$ cat src/rtl/wall_progress_controller.sv
// Game-state and wall-progress sequencer: advances the wall once per FRAMES_PER_STEP frames,
// counts collision pixels per frame and decides pass/fail inside the goal window.
module wall_progress_controller #(
  parameter int unsigned ACTIVE_H_PIXELS     = 1280,
  parameter int unsigned ACTIVE_LINES        = 720,
  parameter int unsigned MAX_WALL_DEPTH      = 75,
  parameter int unsigned GOAL_DEPTH          = 60,
  parameter int unsigned GOAL_DEPTH_DELTA    = 10,
  parameter int unsigned FRAMES_PER_STEP     = 4,
  parameter int unsigned COLLISION_THRESHOLD = 256,
  parameter int unsigned PASS_FRAMES         = 30
) (
  input  logic        clk_in,
  input  logic        rst_in,
  input  logic [10:0] hcount_in,
  input  logic [9:0]  vcount_in,
  input  logic        is_collision_in,
  input  logic [7:0]  player_depth_in,
  input  logic        start_in,
  output logic [7:0]  wall_depth_out,
  output logic [2:0]  game_state_out,
  output logic [2:0]  wall_index_out,
  output logic [7:0]  score_out,
  output logic [15:0] frame_collisions_out
);

  typedef enum logic [2:0] {
    GAME_OVER = 3'd0,
    APPROACH  = 3'd1,
    PASS      = 3'd2
  } state_t;

  localparam int unsigned DIV_W  = (FRAMES_PER_STEP > 1) ? $clog2(FRAMES_PER_STEP) : 1;
  localparam int unsigned PASS_W = $clog2(PASS_FRAMES + 1);

  localparam logic [7:0]        WIN_LO    = 8'(GOAL_DEPTH - GOAL_DEPTH_DELTA);
  localparam logic [7:0]        WIN_HI    = 8'(GOAL_DEPTH + GOAL_DEPTH_DELTA);
  localparam logic [7:0]        MAX_D     = 8'(MAX_WALL_DEPTH);
  localparam logic [16:0]       THRESH    = 17'(COLLISION_THRESHOLD);
  localparam logic [DIV_W-1:0]  DIV_LAST  = DIV_W'(FRAMES_PER_STEP - 1);
  localparam logic [PASS_W-1:0] PASS_LAST = PASS_W'(PASS_FRAMES - 1);

  state_t              state;
  logic [15:0]         coll_count;
  logic [DIV_W-1:0]    frame_div;
  logic [PASS_W-1:0]   pass_count;

  logic       frame_tick;
  logic       in_active;
  logic       fail;
  logic [7:0] next_depth;

  always_comb begin
    frame_tick = (hcount_in == 11'd0) && (vcount_in == 10'(ACTIVE_LINES));
    in_active  = (hcount_in < 11'(ACTIVE_H_PIXELS)) && (vcount_in < 10'(ACTIVE_LINES));
    // The live counter at the tick holds the whole completed frame: ticks lie in blanking.
    fail       = (wall_depth_out >= WIN_LO) && (wall_depth_out <= WIN_HI) &&
                 (player_depth_in >= WIN_LO) && (player_depth_in <= WIN_HI) &&
                 ({1'b0, coll_count} >= THRESH);
    next_depth = wall_depth_out + 8'd1;
  end

  assign game_state_out = state;

  always_ff @(posedge clk_in) begin
    if (rst_in) begin
      state                <= GAME_OVER;
      wall_depth_out       <= '0;
      wall_index_out       <= '0;
      score_out            <= '0;
      frame_collisions_out <= '0;
      coll_count           <= '0;
      frame_div            <= '0;
      pass_count           <= '0;
    end else begin
      if (frame_tick) begin
        frame_collisions_out <= coll_count;
        coll_count           <= '0;
      end else if (is_collision_in && in_active && (coll_count != '1)) begin
        coll_count <= coll_count + 16'd1;
      end

      case (state)
        GAME_OVER: begin
          if (start_in) begin
            state          <= APPROACH;
            wall_depth_out <= '0;
            score_out      <= '0;
            wall_index_out <= '0;
            frame_div      <= '0;
          end
        end
        APPROACH: begin
          if (frame_tick) begin
            if (fail) begin
              state <= GAME_OVER;
            end else if (frame_div == DIV_LAST) begin
              frame_div      <= '0;
              wall_depth_out <= next_depth;
              if (next_depth == MAX_D) begin
                state          <= PASS;
                wall_index_out <= wall_index_out + 3'd1;
                pass_count     <= '0;
                if (score_out != 8'hFF) score_out <= score_out + 8'd1;
              end
            end else begin
              frame_div <= frame_div + 1'b1;
            end
          end
        end
        PASS: begin
          if (frame_tick) begin
            pass_count <= pass_count + 1'b1;
            if (pass_count == PASS_LAST) begin
              wall_depth_out <= '0;
              frame_div      <= '0;
              state          <= APPROACH;
            end
          end
        end
        default: state <= GAME_OVER;
      endcase
    end
  end

endmodule

$ cat config.mk
export PLATFORM = sky130hd
export DESIGN_NAME = wall_progress_controller
export DESIGN_NICKNAME = d
export VERILOG_FILES = /design/src/rtl/wall_progress_controller.sv
export SDC_FILE = /design/constraint.sdc
export NUM_CORES = 1
export LEC_CHECK = 0
export ABC_AREA = 1
export BUFFER_PORTS_ARGS = -buffer_cell sky130_fd_sc_hd__buf_2
export CORE_ASPECT_RATIO = 0.8
export CORE_MARGIN = 2
export CORE_UTILIZATION = 55
export DETAILED_ROUTE_END_ITERATION = 10
export PLACE_DENSITY = 0.78
export SYNTH_ARGS = -nofsm -noshare
export SYNTH_HDL_FRONTEND = slang
export SYNTH_SLANG_ARGS = --single-unit
$ cat constraint.sdc
create_clock -name clk_in -period 1.86 [get_ports clk_in]
set_input_delay 0.372 -clock clk_in [delete_from_list [all_inputs] [get_ports clk_in]]
set_output_delay 0.372 -clock clk_in [all_outputs]
set_load 0.03 [all_outputs]
==> impl_metrics.py, run 1 <==
metrics = {
    "place": {
        "port_buffers": 69,
        "dp_hpwl_mm": 6.536,
        "dpl_cell_area_mm2": 0.004011,
        "place_congestion": 0.9423,
    },
    "detailed_routing": {
        "vias": 3753,
        "wl_met2_mm": 3.860,
        "ant_nets": 0,
        "firstDrtPassIters": 6,
        "dr_wl_met3_um": 979,
        "drc": 0,
        "wl_per_cell_um": 13.65,
        "via_per_inst": 5.377,
        "highest_layer": "met4",
        "first_iter_violations": 367,
        "m1WireLength_mm": 4.585,
        "wl_mm": 9.530,
    },
    "clock_tree": {
        "cts.sinks": 60,
        "clock_path_buffers": 2,
        "clock-root-buffer": "clkbuf_8",
        "htree_num_levels": 3,
        "clk_pin_slew_worst_paths_ps": 80,
        "clock_latency_ps": 350,
        "cts_tree": "yes",
        "cts_buffers": 9,
    },
    "power": {
        "p_per_area_mw_per_mm2": 1213,
        "netSwitchingFraction_pct": 46.03,
        "internal_power_uw": 2885,
        "p_seq_share_pct": 30.5,
        "p_switching_uw": 2461,
        "total_leakage_power_uw": 0.001919,
        "power_frac_clock_pct": 20.5,
        "combPwrFrac_pct": 49.1,
        "irDropWorstVdd_mv": 1.049,
    },
    "layout": {
        "fillers": 516,
        "diodes": 0,
        "final_common_cell": "nand2_1",
        "final_cell_mix": "nand2_1, buf_2, nor2_1",
        "drive_above_1_share_pct": 28.20,
        "synthToLayoutAreaGrowth_pct": 28.72,
        "multi_input_area_mm2": 0.002115,
        "layout.nets": 655,
        "seqCellArea_mm2": 0.001209,
        "design_area_mm2": 0.004408,
        "final_core_util_pct": 73.78,
    },
    "sta": {
        "rsz0062_at_grt": "yes",
        "setup_violations": 10,
        "hold_viol_final": 0,
        "finalCritPeriodShare_pct": 106.3,
        "setup_ws_ps": -116.3,
        "worst_clock_skew_ps": 10.07,
        "slew_violations": 0,
        "min_period_ps": 1976,
        "clock.fmax_mhz": 506.0,
    },
    "worst_setup_path": {
        "worstPathCellList": "buf_6 > ha_4 > nor2_2 > nand2_1 > a21oi_2 > nor2_1 > nand4_1 > nand2_2 > nor2_4 > buf_6 > nand3_2 > a21oi_1",
        "ff2ff_path_depth": 12,
        "crit_arrival_ps": 2250,
        "start_kind": "flip-flop",
        "path_common_cell": "buf_6",
        "r2r-start": "wall_depth_out[1]",
        "cp_slowest_cell": "dfxtp_2",
        "r2r-end": "score_out[1]",
        "cp_max_fo": 7,
        "crit_required_ps": 2130,
        "rrSetupSlack_ps": -120,
        "slowest_delay_ps": 350,
        "critPathKind": "flip-flop to flip-flop",
        "crit_path_end_kind": "flip-flop",
    },
    "floorplanning": {
        "initial_core_util_pct": 57.32,
        "std_cell_rows": 25,
        "io_pins": 71,
        "coreArea_mm2": 0.005974,
        "dieWidth_um": 92.22,
        "die_h_um": 74.58,
        "die_area_mm2": 0.006877,
    },
    "synth": {
        "synth-xor-area-share_pct": 2.813,
        "synth_cells": 510,
        "synth_compound_area_share_pct": 16.70,
        "synth_seq_cells": 60,
        "syn_area_per_cell_um2": 6.715,
        "syn_nets": 553,
        "yosysUniqueCellTypes": 38,
        "synth-simple-area-share_pct": 33.72,
        "synth_area_mm2": 0.003425,
        "synth_mux_area_share_pct": 0,
        "ys_seq_area_share_pct": 35.07,
        "synth_top_family_by_area": "simple AND/OR/NAND/NOR gates",
        "ys_warn_count": 0,
        "synthAdderAreaFrac_pct": 3.654,
    },
    "hold_path": {
        "min_path_type": "flip-flop to flip-flop",
        "holdCritStartpoint": "frame_collisions_out[7]",
        "holdPathStages": 2,
        "min_to": "frame_collisions_out[7]",
    },
    "status": {
        "status": "complete, but fails checks",
        "violations": "negative setup slack",
    },
    "global_route": {
        "antenna_found_initial": 0,
        "grt_start_max_net_pins": 28,
        "grt-ovfl-total": 0,
        "track_usage_pct": 26.33,
        "grt_pass1_vias": 3085,
        "grt_pass1_wl_mm": 14.23,
    },
    "flow_run": {
        "maxCapViolCount": 0,
    },
}
==> area by class of cell <==
cell class,instances,share of cell area [%]
multi-input combinational,385,47.97
clock inverter,7,1.277
timing repair buffer,101,13.54
clock buffer,9,2.810
tap,81,2.299
inverter,55,4.684
sequential,60,27.42
==> registers in the layout, summed over array words and instances (netlist names) <==
| name | count |
|---|---|
| coll_count | 16 |
| frame_collisions_out | 16 |
| score_out | 8 |
| wall_depth_out | 8 |
| pass_count | 5 |
| wall_index_out | 3 |
| frame_div | 2 |
| game_state_out | 2 |
==> metrics by stage <==
| step | setup TNS, ps | std cells | hold WS [ps] | setup WS, ps | total power (uW) |
|---|---|---|---|---|---|
| floorplan | 0 | 510 | 447.4 | 8.646 | 3219 |
| global placement | -350.5 | 675 | 429.6 | -60.20 | 3728 |
| detailed placement | -492.3 | 675 | 443.9 | -83.41 | 3790 |
| CTS | -45.04 | 693 | 454.9 | -13.70 | 4939 |
| global route | -2128 | 698 | 478.9 | -199.1 | 5699 |
| finish | -327.2 | 698 | 450.3 | -116.3 | 5346 |
==> what timing repair did <==
action | CTS | global route
hold buffers | 0 | 0
cloned | 0 | 2
setup endpoints to repair | 13 | 27
gates resized for setup | 4 | 40
setup buffers | 2 | 3
pin swaps | 1 | 16
==> routing by layer <==
layer	global-route usage, %	vias to the layer above
met4	7.629	0
met2	38.40	210
met1	38.83	1652
met5	0	-
li1	-	1877
met3	6.484	14
==> how the worst max path moves through the flow <==
stage | to | startpoint | cells past startpoint
2_1_floorplan | score_out[1] | wall_depth_out[0] | 12
3_3_place_gp | score_out[2] | wall_depth_out[1] | 12
3_5_place_dp | score_out[2] | vcount_in[3] | 11
4_1_cts | pass_count[1] | wall_depth_out[0] | 11
5_1_grt | score_out[1] | wall_depth_out[1] | 12
6_report | score_out[1] | wall_depth_out[1] | 12
==> logic make-up after synthesis <==
family          Yosys count
simple gates            262
compound gates           99
buf+inv                  67
flops                    60
xor+xnor                 11
fa+ha+maj                10
other cells               1
==> cell usage after synthesis <==
| master | n | area, um^2 |
|---|---|---|
| nand2_1 | 107 | 401.6 |
| nor2_1 | 71 | 266.5 |
| dfxtp_1 | 60 | 1201 |
| a21oi_1 | 57 | 285.3 |
| inv_1 | 50 | 187.7 |
| nand3_1 | 41 | 205.2 |
| o21ai_0 | 20 | 100.1 |
| o21a_1 | 14 | 105.1 |
| nor3_1 | 13 | 65.06 |
| ha_1 | 10 | 125.1 |
| nand4_1 | 10 | 62.56 |
| xor2_1 | 9 | 78.83 |
| buf_2 | 4 | 20.02 |
| clkbuf_1 | 4 | 15.01 |
| inv_2 | 4 | 15.01 |
| or2_2 | 4 | 25.02 |
| nand2_2 | 3 | 18.77 |
| nor4_1 | 3 | 18.77 |
| and3_1 | 2 | 12.51 |
| buf_4 | 2 | 15.01 |
| nor2_2 | 2 | 12.51 |
| nor2_4 | 2 | 22.52 |
| o21ai_1 | 2 | 10.01 |
| xnor2_1 | 2 | 17.52 |
| a211oi_1 | 1 | 7.510 |
| a21boi_0 | 1 | 7.510 |
| a21oi_2 | 1 | 8.760 |
| a21oi_4 | 1 | 16.27 |
| and2_1 | 1 | 6.260 |
| buf_1 | 1 | 3.750 |
| buf_6 | 1 | 11.26 |
| clkinv_1 | 1 | 3.750 |
| conb_1 | 1 | 3.750 |
| nand3_2 | 1 | 10.01 |
| nand4_4 | 1 | 21.27 |
| o211ai_2 | 1 | 12.51 |
| o21bai_4 | 1 | 18.77 |
| or2_0 | 1 | 6.260 |
==> power groups by stage <==
stage	combinational, uW	clock (uW)	sequential (uW)
after CTS	2220	1100	1610
after global routing	2890	1150	1660
after detailed placement	2150	0	1640
final	2620	1090	1630
after floorplan	1380	0	1840
after global placement	2090	0	1630
==> critical path: cells and delay by family (launching register included) <==
family          cells  cell delay (ps)
buf+inv             2              290
compound gates      2              330
flops               1              350
simple gates        7              760
fa+ha+maj           1              150
(Power assumes the default switching activity.)
==> run 2, diff against run 1 <==
==> constraint.sdc (replaced) <==
create_clock -name clk_in -period 1.86 [get_ports clk_in]
set_input_delay 0.186 -clock clk_in [delete_from_list [all_inputs] [get_ports clk_in]]
set_output_delay 0.186 -clock clk_in [all_outputs]
set_load 0.03 [all_outputs]
==> run 2 against run 1 <==
The run still ends with negative setup slack left. Utilization up 0.46 points. Critical path type unchanged. Via count shrank 0.48%. Die area is the same. Final cell count decreased by 1.1%. Sequential share of layout area fell by 0.14 points. Total power rose by 2.6%. Wire length fell by 1.2%. Hold slack worse by 140 ps. Non-clock buffer count decreased by 8. Highest routed layer unchanged. Fmax is 3.9% higher. Critical path depth fell by 1.
==> impl_metrics.py, run 2 (synthesized netlist as in run 1, its figures left out) <==
metrics = {
    "power": {
        "p_per_area_mw_per_mm2": 1237,
        "combPwrFrac_pct": 45.7,
        "p_seq_share_pct": 29.8,
        "internal_power_uw": 3116,
        "total_leakage_power_uw": 0.001906,
        "p_switching_uw": 2369,
        "power_uw": 5485,
        "power_frac_clock_pct": 24.5,
        "irDropWorstVdd_mv": 0.8167,
        "netSwitchingFraction_pct": 43.19,
    },
    "worst_setup_path": {
        "ff2ff_path_depth": 11,
        "cp_max_fo": 14,
        "start_kind": "flip-flop",
        "crit_required_ps": 2100,
        "critPathKind": "flip-flop to flip-flop",
        "crit_arrival_ps": 2140,
        "crit_path_end_kind": "flip-flop",
    },
    "sta": {
        "worst_clock_skew_ps": 7.952,
        "rsz0062_at_grt": "yes",
        "slew_headroom_pct": 66.26,
        "slew_violations": 0,
        "worst_pin_slew_ps": 501.4,
        "setup_violations": 18,
        "min_period_ps": 1902,
        "setup_tns_ps": -295.4,
        "hold_viol_final": 0,
        "setup_ws_ps": -42.06,
        "finalCritPeriodShare_pct": 102.3,
        "fin_hold_ws_ps": 306.9,
        "clock.fmax_mhz": 525.7,
    },
    "global_route": {
        "grt_pass1_vias": 3252,
        "track_usage_pct": 26.88,
        "grt-ovfl-total": 0,
        "antenna_found_initial": 0,
        "grt_start_max_net_pins": 28,
        "grt_pass1_wl_mm": 14.53,
    },
    "floorplanning": {
        "std_cell_rows": 25,
        "coreArea_mm2": 0.005974,
        "initial_core_util_pct": 57.32,
        "io_pins": 71,
        "dieWidth_um": 92.22,
        "die_h_um": 74.58,
        "die_area_mm2": 0.006877,
    },
    "detailed_routing": {
        "ant_nets": 0,
        "firstDrtPassIters": 5,
        "via_per_inst": 5.413,
        "wl_per_cell_um": 13.64,
        "drc": 0,
        "wl_mm": 9.413,
        "first_iter_violations": 316,
        "vias": 3735,
    },
    "place": {
        "dp_hpwl_mm": 6.539,
        "dp_cells": 668,
        "place_congestion": 0.9342,
        "port_buffers": 69,
    },
    "clock_tree": {
        "cts.sinks": 60,
        "postCtsHoldBufs": 0,
        "htree_num_levels": 3,
        "clock_path_buffers": 2,
        "clk_pin_slew_worst_paths_ps": 70,
        "cts_tree": "yes",
        "clock-root-buffer": "clkbuf_8",
        "cts_buffers": 9,
        "clock_latency_ps": 350,
    },
    "status": {
        "violations": "negative setup slack",
        "status": "complete, but fails checks",
    },
    "flow_run": {
        "maxCapViolCount": 0,
    },
    "hold_path": {
        "min_path_type": "primary input to flip-flop",
        "holdPathStages": 5,
    },
    "layout": {
        "final_cell_mix": "nand2_1, buf_2, nor2_1",
        "fin_cells": 690,
        "layout.nets": 647,
        "reg_top3": "coll_count x16, frame_collisions_out x16",
        "drive_above_1_share_pct": 27.91,
        "final_common_cell": "nand2_1",
        "diodes": 0,
        "synthToLayoutAreaGrowth_pct": 29.52,
    },
}
==> run 2: cell types whose count changed in the layout (fill, tap and decap cells not counted), moves of 2 or more <==
| cell | delta |
|---|---|
| nand2_4 | +2 |
| nand2_1 | -6 |
| dfxtp_2 | -2 |
| inv_2 | -2 |
| nand2_2 | +5 |
| buf_4 | -6 |
| nor2_4 | +2 |
| inv_6 | -2 |
| bufinv_16 | +2 |
| nor2_2 | -2 |
| clkinv_4 | -2 |
| buf_6 | -2 |
==> run 2: critical path: stages, from the launching register on <==
cell,delay (ps)
dfxtp_4,400
inv_4,50
ha_4,160
nor2_4,110
nand2_2,60
a21oi_2,160
nor2_2,60
nand4_1,150
buf_4,160
nand4_4,210
o21ai_1,220
nor2_1,50
==> run 2: path summary, 6_finish.rpt <==
path	slack (ps)	to	start
hold / removal	310	coll_count[12]	vcount_in[9]
setup reg to reg	-40	wall_depth_out[5]	wall_depth_out[0]
hold reg to reg	450	frame_collisions_out[7]	frame_collisions_out[7]
setup / recovery	-40	wall_depth_out[5]	wall_depth_out[0]
==> run 2: layout make-up <==
| type | instances | area [um^2] |
|---|---|---|
| multi-input combinational | 385 | 2161 |
| fill | 493 | 1539 |
| sequential | 60 | 1210 |
| timing repair buffer | 93 | 529.3 |
| inverter | 55 | 209.0 |
| clock buffer | 11 | 141.4 |
| tap | 81 | 101.3 |
| clock inverter | 5 | 83.83 |
==> run 2: what timing repair did <==
item                                    CTS  global route
pin swaps                                 2            20
buffers inserted                          2             2
endpoints found under the setup margin   17            28
gates resized for setup                  10            43
gates cloned                              1             1
==> run 2: through the flow <==
| stage | util, % | instance area (um^2) | setup slack, ps |
|---|---|---|---|
| floorplan | - | 3427 | 8.646 |
| global placement | 66.26 | 3959 | -48.88 |
| detailed placement | 66.26 | 3959 | -123.5 |
| CTS | 71.10 | 4248 | 0.3761 |
| global route | 74.24 | 4436 | -121.2 |
| finish | 74.24 | 4436 | -42.06 |
==> run 2: per-layer routing <==
metal / share of wire (%) / vias up / global-route usage (%)
met1: 46 / 1695 / 36.90
met4: 0.91 / 0 / 8.458
li1: - / 1865 / -
met2: 44 / 166 / 42.32
met3: 9.2 / 9 / 6.687
met5: 0 / - / 0
==> run 2: power groups by stage <==
| stage | clock network [uW] | registers, uW | logic [uW] |
|---|---|---|---|
| after global routing | 1420 | 1660 | 2750 |
| after global placement | 0 | 1630 | 2060 |
| after floorplan | 0 | 1840 | 1380 |
| final | 1340 | 1630 | 2510 |
| after CTS | 1360 | 1610 | 2230 |
| after detailed placement | 0 | 1640 | 2110 |
